<file path="src/rtl/mux_rr_arbiter.sv">
// Round-robin arbitrated N-to-1 mux with a one-deep registered output stage.
// Each requester lane gates its own data onto an AND-OR select bus.

module mux_rr_lane #(
  parameter int WIDTH = 8
) (
  input  logic             i_gnt,
  input  logic             i_load,
  input  logic [WIDTH-1:0] i_data,
  output logic             o_ready,
  output logic [WIDTH-1:0] o_data
);
  assign o_ready = i_gnt & i_load;
  assign o_data  = i_gnt ? i_data : '0;
endmodule

module mux_rr_arbiter #(
  parameter int N_REQ = 4,
  parameter int WIDTH = 8,
  parameter int SRC_W = 2
) (
  input  logic                   clk,
  input  logic                   rst_n,
  input  logic [N_REQ-1:0]       in_valid,
  input  logic [N_REQ*WIDTH-1:0] in_data,
  output logic [N_REQ-1:0]       in_ready,
  output logic                   out_valid,
  output logic [WIDTH-1:0]       out_data,
  output logic [SRC_W-1:0]       out_src,
  input  logic                   out_ready
);

  logic [SRC_W-1:0]            r_ptr;
  logic                        r_out_valid;
  logic [WIDTH-1:0]            r_out_data;
  logic [SRC_W-1:0]            r_out_src;

  logic                        w_load;
  logic                        w_found;
  logic [SRC_W-1:0]            w_win;
  logic [SRC_W-1:0]            w_ptr_nxt;
  logic [N_REQ-1:0]            w_gnt;
  logic [N_REQ-1:0][WIDTH-1:0] w_lane_data;
  logic [WIDTH-1:0]            w_mux;

  assign w_load = ~r_out_valid | out_ready;

  // Scan from r_ptr upward with wrap; first valid requester wins.
  always_comb begin : arb
    logic [SRC_W:0]   sum;
    logic [SRC_W-1:0] idx;
    w_found = 1'b0;
    w_win   = '0;
    sum     = '0;
    idx     = '0;
    for (int k = 0; k < N_REQ; k++) begin
      sum = {1'b0, r_ptr} + (SRC_W+1)'(k);
      if (sum >= (SRC_W+1)'(N_REQ)) sum = sum - (SRC_W+1)'(N_REQ);
      idx = sum[SRC_W-1:0];
      if (!w_found && in_valid[idx]) begin
        w_found = 1'b1;
        w_win   = idx;
      end
    end
  end

  assign w_ptr_nxt = (w_win == SRC_W'(N_REQ-1)) ? '0 : w_win + 1'b1;

  genvar gi;
  generate
    for (gi = 0; gi < N_REQ; gi++) begin : g_lane
      assign w_gnt[gi] = w_found & (w_win == SRC_W'(gi));
      mux_rr_lane #(.WIDTH(WIDTH)) u_lane (
        .i_gnt   (w_gnt[gi]),
        .i_load  (w_load),
        .i_data  (in_data[gi*WIDTH +: WIDTH]),
        .o_ready (in_ready[gi]),
        .o_data  (w_lane_data[gi])
      );
    end
  endgenerate

  // Grant is one-hot, so OR-reducing the gated lanes selects the winner.
  always_comb begin
    w_mux = '0;
    for (int i = 0; i < N_REQ; i++) w_mux = w_mux | w_lane_data[i];
  end

  always_ff @(posedge clk or negedge rst_n) begin
    if (!rst_n) begin
      r_ptr       <= '0;
      r_out_valid <= 1'b0;
      r_out_data  <= '0;
      r_out_src   <= '0;
    end else if (w_load & w_found) begin
      r_out_valid <= 1'b1;
      r_out_data  <= w_mux;
      r_out_src   <= w_win;
      r_ptr       <= w_ptr_nxt;
    end else if (w_load) begin
      // Drained (or already empty) with nothing to take; data/src keep last word.
      r_out_valid <= 1'b0;
    end
  end

  assign out_valid = r_out_valid;
  assign out_data  = r_out_data;
  assign out_src   = r_out_src;

endmodule

</file>
<file path="config.mk">
export PLATFORM = sky130hd
export DESIGN_NAME = mux_rr_arbiter
export DESIGN_NICKNAME = d
export VERILOG_FILES = /design/src/rtl/mux_rr_arbiter.sv
export SDC_FILE = /design/constraint.sdc
export NUM_CORES = 1
export LEC_CHECK = 0
export CORE_MARGIN = 1
export CORE_UTILIZATION = 40
export CTS_BUF_LIST = sky130_fd_sc_hd__clkbuf_8
export DETAILED_ROUTE_END_ITERATION = 7
export PLACE_DENSITY_LB_ADDON = 0.08
export REMOVE_ABC_BUFFERS = 1
export SYNTH_ARGS = -nofsm -noshare
export SYNTH_HDL_FRONTEND = slang
export SYNTH_SLANG_ARGS = --single-unit
</file>
<file path="constraint.sdc">
create_clock -name clk -period 4.76 [get_ports clk]
set_clock_uncertainty 0.05 [all_clocks]
set_input_delay 0.952 -clock clk [delete_from_list [all_inputs] [get_ports clk]]
set_output_delay 0.952 -clock clk [all_outputs]
set_load 0.02 [all_outputs]
</file>
==> impl_metrics.yaml <==
outcome:
  status: "finished, final reports clean"
grt:
  grt_pass1_wl_um: 3560
  overflow: 0
  grt_max_degree: 21
  grt_pass1_vias: 799
  antenna_found_initial: 0
  grtUsageTotal: 0.230
floorplan:
  die_w_um: 48.1
  coreArea_um2: 1980
  initial_core_util: 0.429
  io_pins: 54
  die_h_um: 48.1
  num_rows: 16
  design.die.area_um2: 2320
placement:
  globalplace.congestion: 0.829
  hpwlAfterDp_um: 1820
  dp.cells: 158
  numPortBuffers: 53
  place_ws_ns: 0.465
power_and_ir_drop:
  leakagePower_nw: 0.606
  p_comb_frac: 0.597
  power.switching_uw: 262
  ir_drop_v: 0.000396
  switching_share: 0.376
  power_density_nw_per_um2: 494
  p_seq_frac: 0.266
  p_int_uw: 435
  p_clk_frac: 0.137
yosys:
  syn_avg_cell_area_um2: 9.78
  synthDistinctLibCells: 23
  synth.area.mux_share: 0.0647
  ys_ff_latch: 13
  synthAdderAreaFrac: 0.0588
  synthXorXnorAreaFrac: 0
  synthSimpleGateAreaFrac: 0.165
  yosys_warnings: 0
  async_flop_share: 1.00
  synth_top_family_by_area: "compound AO/OA/AOI/OAI gates"
  synth_edf_count: 0
  synth_seq_area_share: 0.382
  synth_compound_area_frac: 0.241
  syn_area_um2: 851
  synth_cells: 87
  synth_flop_cell: "dfrtp_1"
worst_setup_path:
  critPathMaxFanout: 9
  crit_path_start_kind: "input pin"
  crit_path_end_kind: "output port"
  worstSetupStartpoint: "in_valid[2]"
  timing.rr.start: "r_ptr[0]$_DFFE_PN0P_"
  cp.arrival_ns: 3.33
  crit_required_ns: 3.76
  rr_worst_depth: 9
  critical_path_class: "in -> out"
sta:
  rsz0062_at_grt: "no"
  hold_slack_ns: 0.478
  tightest_slew_ns: 0.602
  fin_tns_setup_ns: 0
  setup_viol: 0
  setup_slack_ns: 0.432
  min_period_ns: 4.33
  finalHoldViolations: 0
  max_slew_margin: 0.597
  maxSlewViolCount: 0
  fin_crit_sh: 0.909
  max_freq_mhz: 231
route:
  viasPerCell: 5.40
  drt_drc_violations_left: 0
  wl_per_cell_um: 15.1
  route.vias.total: 874
  final_antenna_net_count: 0
  drtPass1Iterations: 4
  wirelength_um: 2440
  drt_iter0_drc: 37
clock_tree:
  cts.sinks: 13
  ctsHoldBuffers: 0
  cts_setup_buffers: 0
  clk_pin_slew_worst_paths_ns: 0.05
  clockBufferDepth: 2
  h-tree-depth: 1
  clk_latency_ns: 0.24
  cts_made_buffers: 3
  post_cts_resized: 0
  tritoncts: "done"
  root_buffer: "clkbuf_8"
final_layout:
  mostFrequentLayoutCells: "clkdlybuf4s50_1 (53), dfrtp_1 (13), nor2_1 (10)"
  drive_gt1_frac: 0.0741
  nets: 179
  nFillCells: 157
  syn2layout_area_growth_pct: 65.9
  postLayoutCoreUtil: 0.712
  antenna_cells: 0
  final_common_cell: "clkdlybuf4s50_1"
  final_cells: 162
worst_hold_path:
  hp-start: "out_src[0]$_DFFE_PN0P_"
  holdCritPathClass: "reg -> reg"
  holdPathStages: 2
job:
  maxCapViolCount: 0
==> synth_stat cells (2+ instances only) <==
cell type   n  area share
nor2b_1     4       0.029
dfrtp_1    13        0.38
buf_1       2      0.0088
a21oi_1     8       0.047
and3_1      4       0.029
ha_1        4       0.059
nor2_1     10       0.044
a22o_1      8       0.082
inv_1       3       0.013
nand2_1     2      0.0088
a222oi_1    8       0.094
buf_4       4       0.035
mux2_4      3       0.053
nand2b_1    2       0.015
clkbuf_1    4       0.018
==> worst max-delay path: stages <==
cell,delay (ns)
clkdlybuf4s50_1,0.49
nor2b_1,0.18
nand2_1,0.07
a2bb2oi_1,0.36
ha_1,0.45
and3_1,0.21
clkdlybuf4s50_1,0.59
==> routing by layer <==
metal | up-vias | GRT usage | routed length, um
met5 | - | 0 | 0
met4 | 0 | 0.0944 | 11
met3 | 2 | 0.0407 | 126
met2 | 33 | 0.395 | 1270
met1 | 421 | 0.284 | 1030
li1 | 418 | - | -
==> state kept, by name (all words and copies together), names as in the netlist <==
register	count
out_src	2
r_ptr	2
out_data	8
out_valid	1
==> path summary, 6_finish.rpt <==
kind / slack (ns) / endpoint
max in group asynchronous: 3.23 / r_ptr[1]$_DFFE_PN0P_
max: 0.43 / in_ready[3]
max reg2reg: 2.50 / out_data[7]$_DFFE_PN0P_
min reg2reg: 0.48 / out_src[0]$_DFFE_PN0P_
min in group asynchronous: 1.04 / r_ptr[0]$_DFFE_PN0P_
min: 0.48 / out_src[0]$_DFFE_PN0P_
==> cells by family after synthesis <==
kind of cell | after synthesis
AOI/OAI and AO/OA | 26
adders and majority gates | 4
buffers and inverters | 14
DFF | 13
muxes | 4
and+or+nand+nor | 26
==> stage by stage <==
stage / total power, mW / cell area (um2)
final: 0.697 / 1410
after global routing: 0.745 / 1410
after CTS: 0.704 / 1410
after detailed placement: 0.604 / 1370
after global placement: 0.598 / 1370
after floorplan: 0.423 / 787
==> power by group through the flow <==
stage                     Clock (mW)  Sequential, mW  Combinational (mW)
final                         0.0956           0.185               0.416
after global routing           0.105           0.190               0.449
after global placement             0           0.186               0.412
after CTS                     0.0991           0.186               0.420
after floorplan                    0           0.231               0.192
after detailed placement           0           0.186               0.418
==> cell type report <==
class	count	area (um2)	share of cell area
multi-input cells	60	450	0.319
well taps	27	33.8	0.0239
clock buffers	3	41.3	0.0293
flip-flops and latches	13	325	0.230
repair buffers	55	546	0.387
inverters	3	11.3	0.00798
clock inverters	1	3.75	0.00266
No activity file was read; power rests on OpenSTA's default activity.
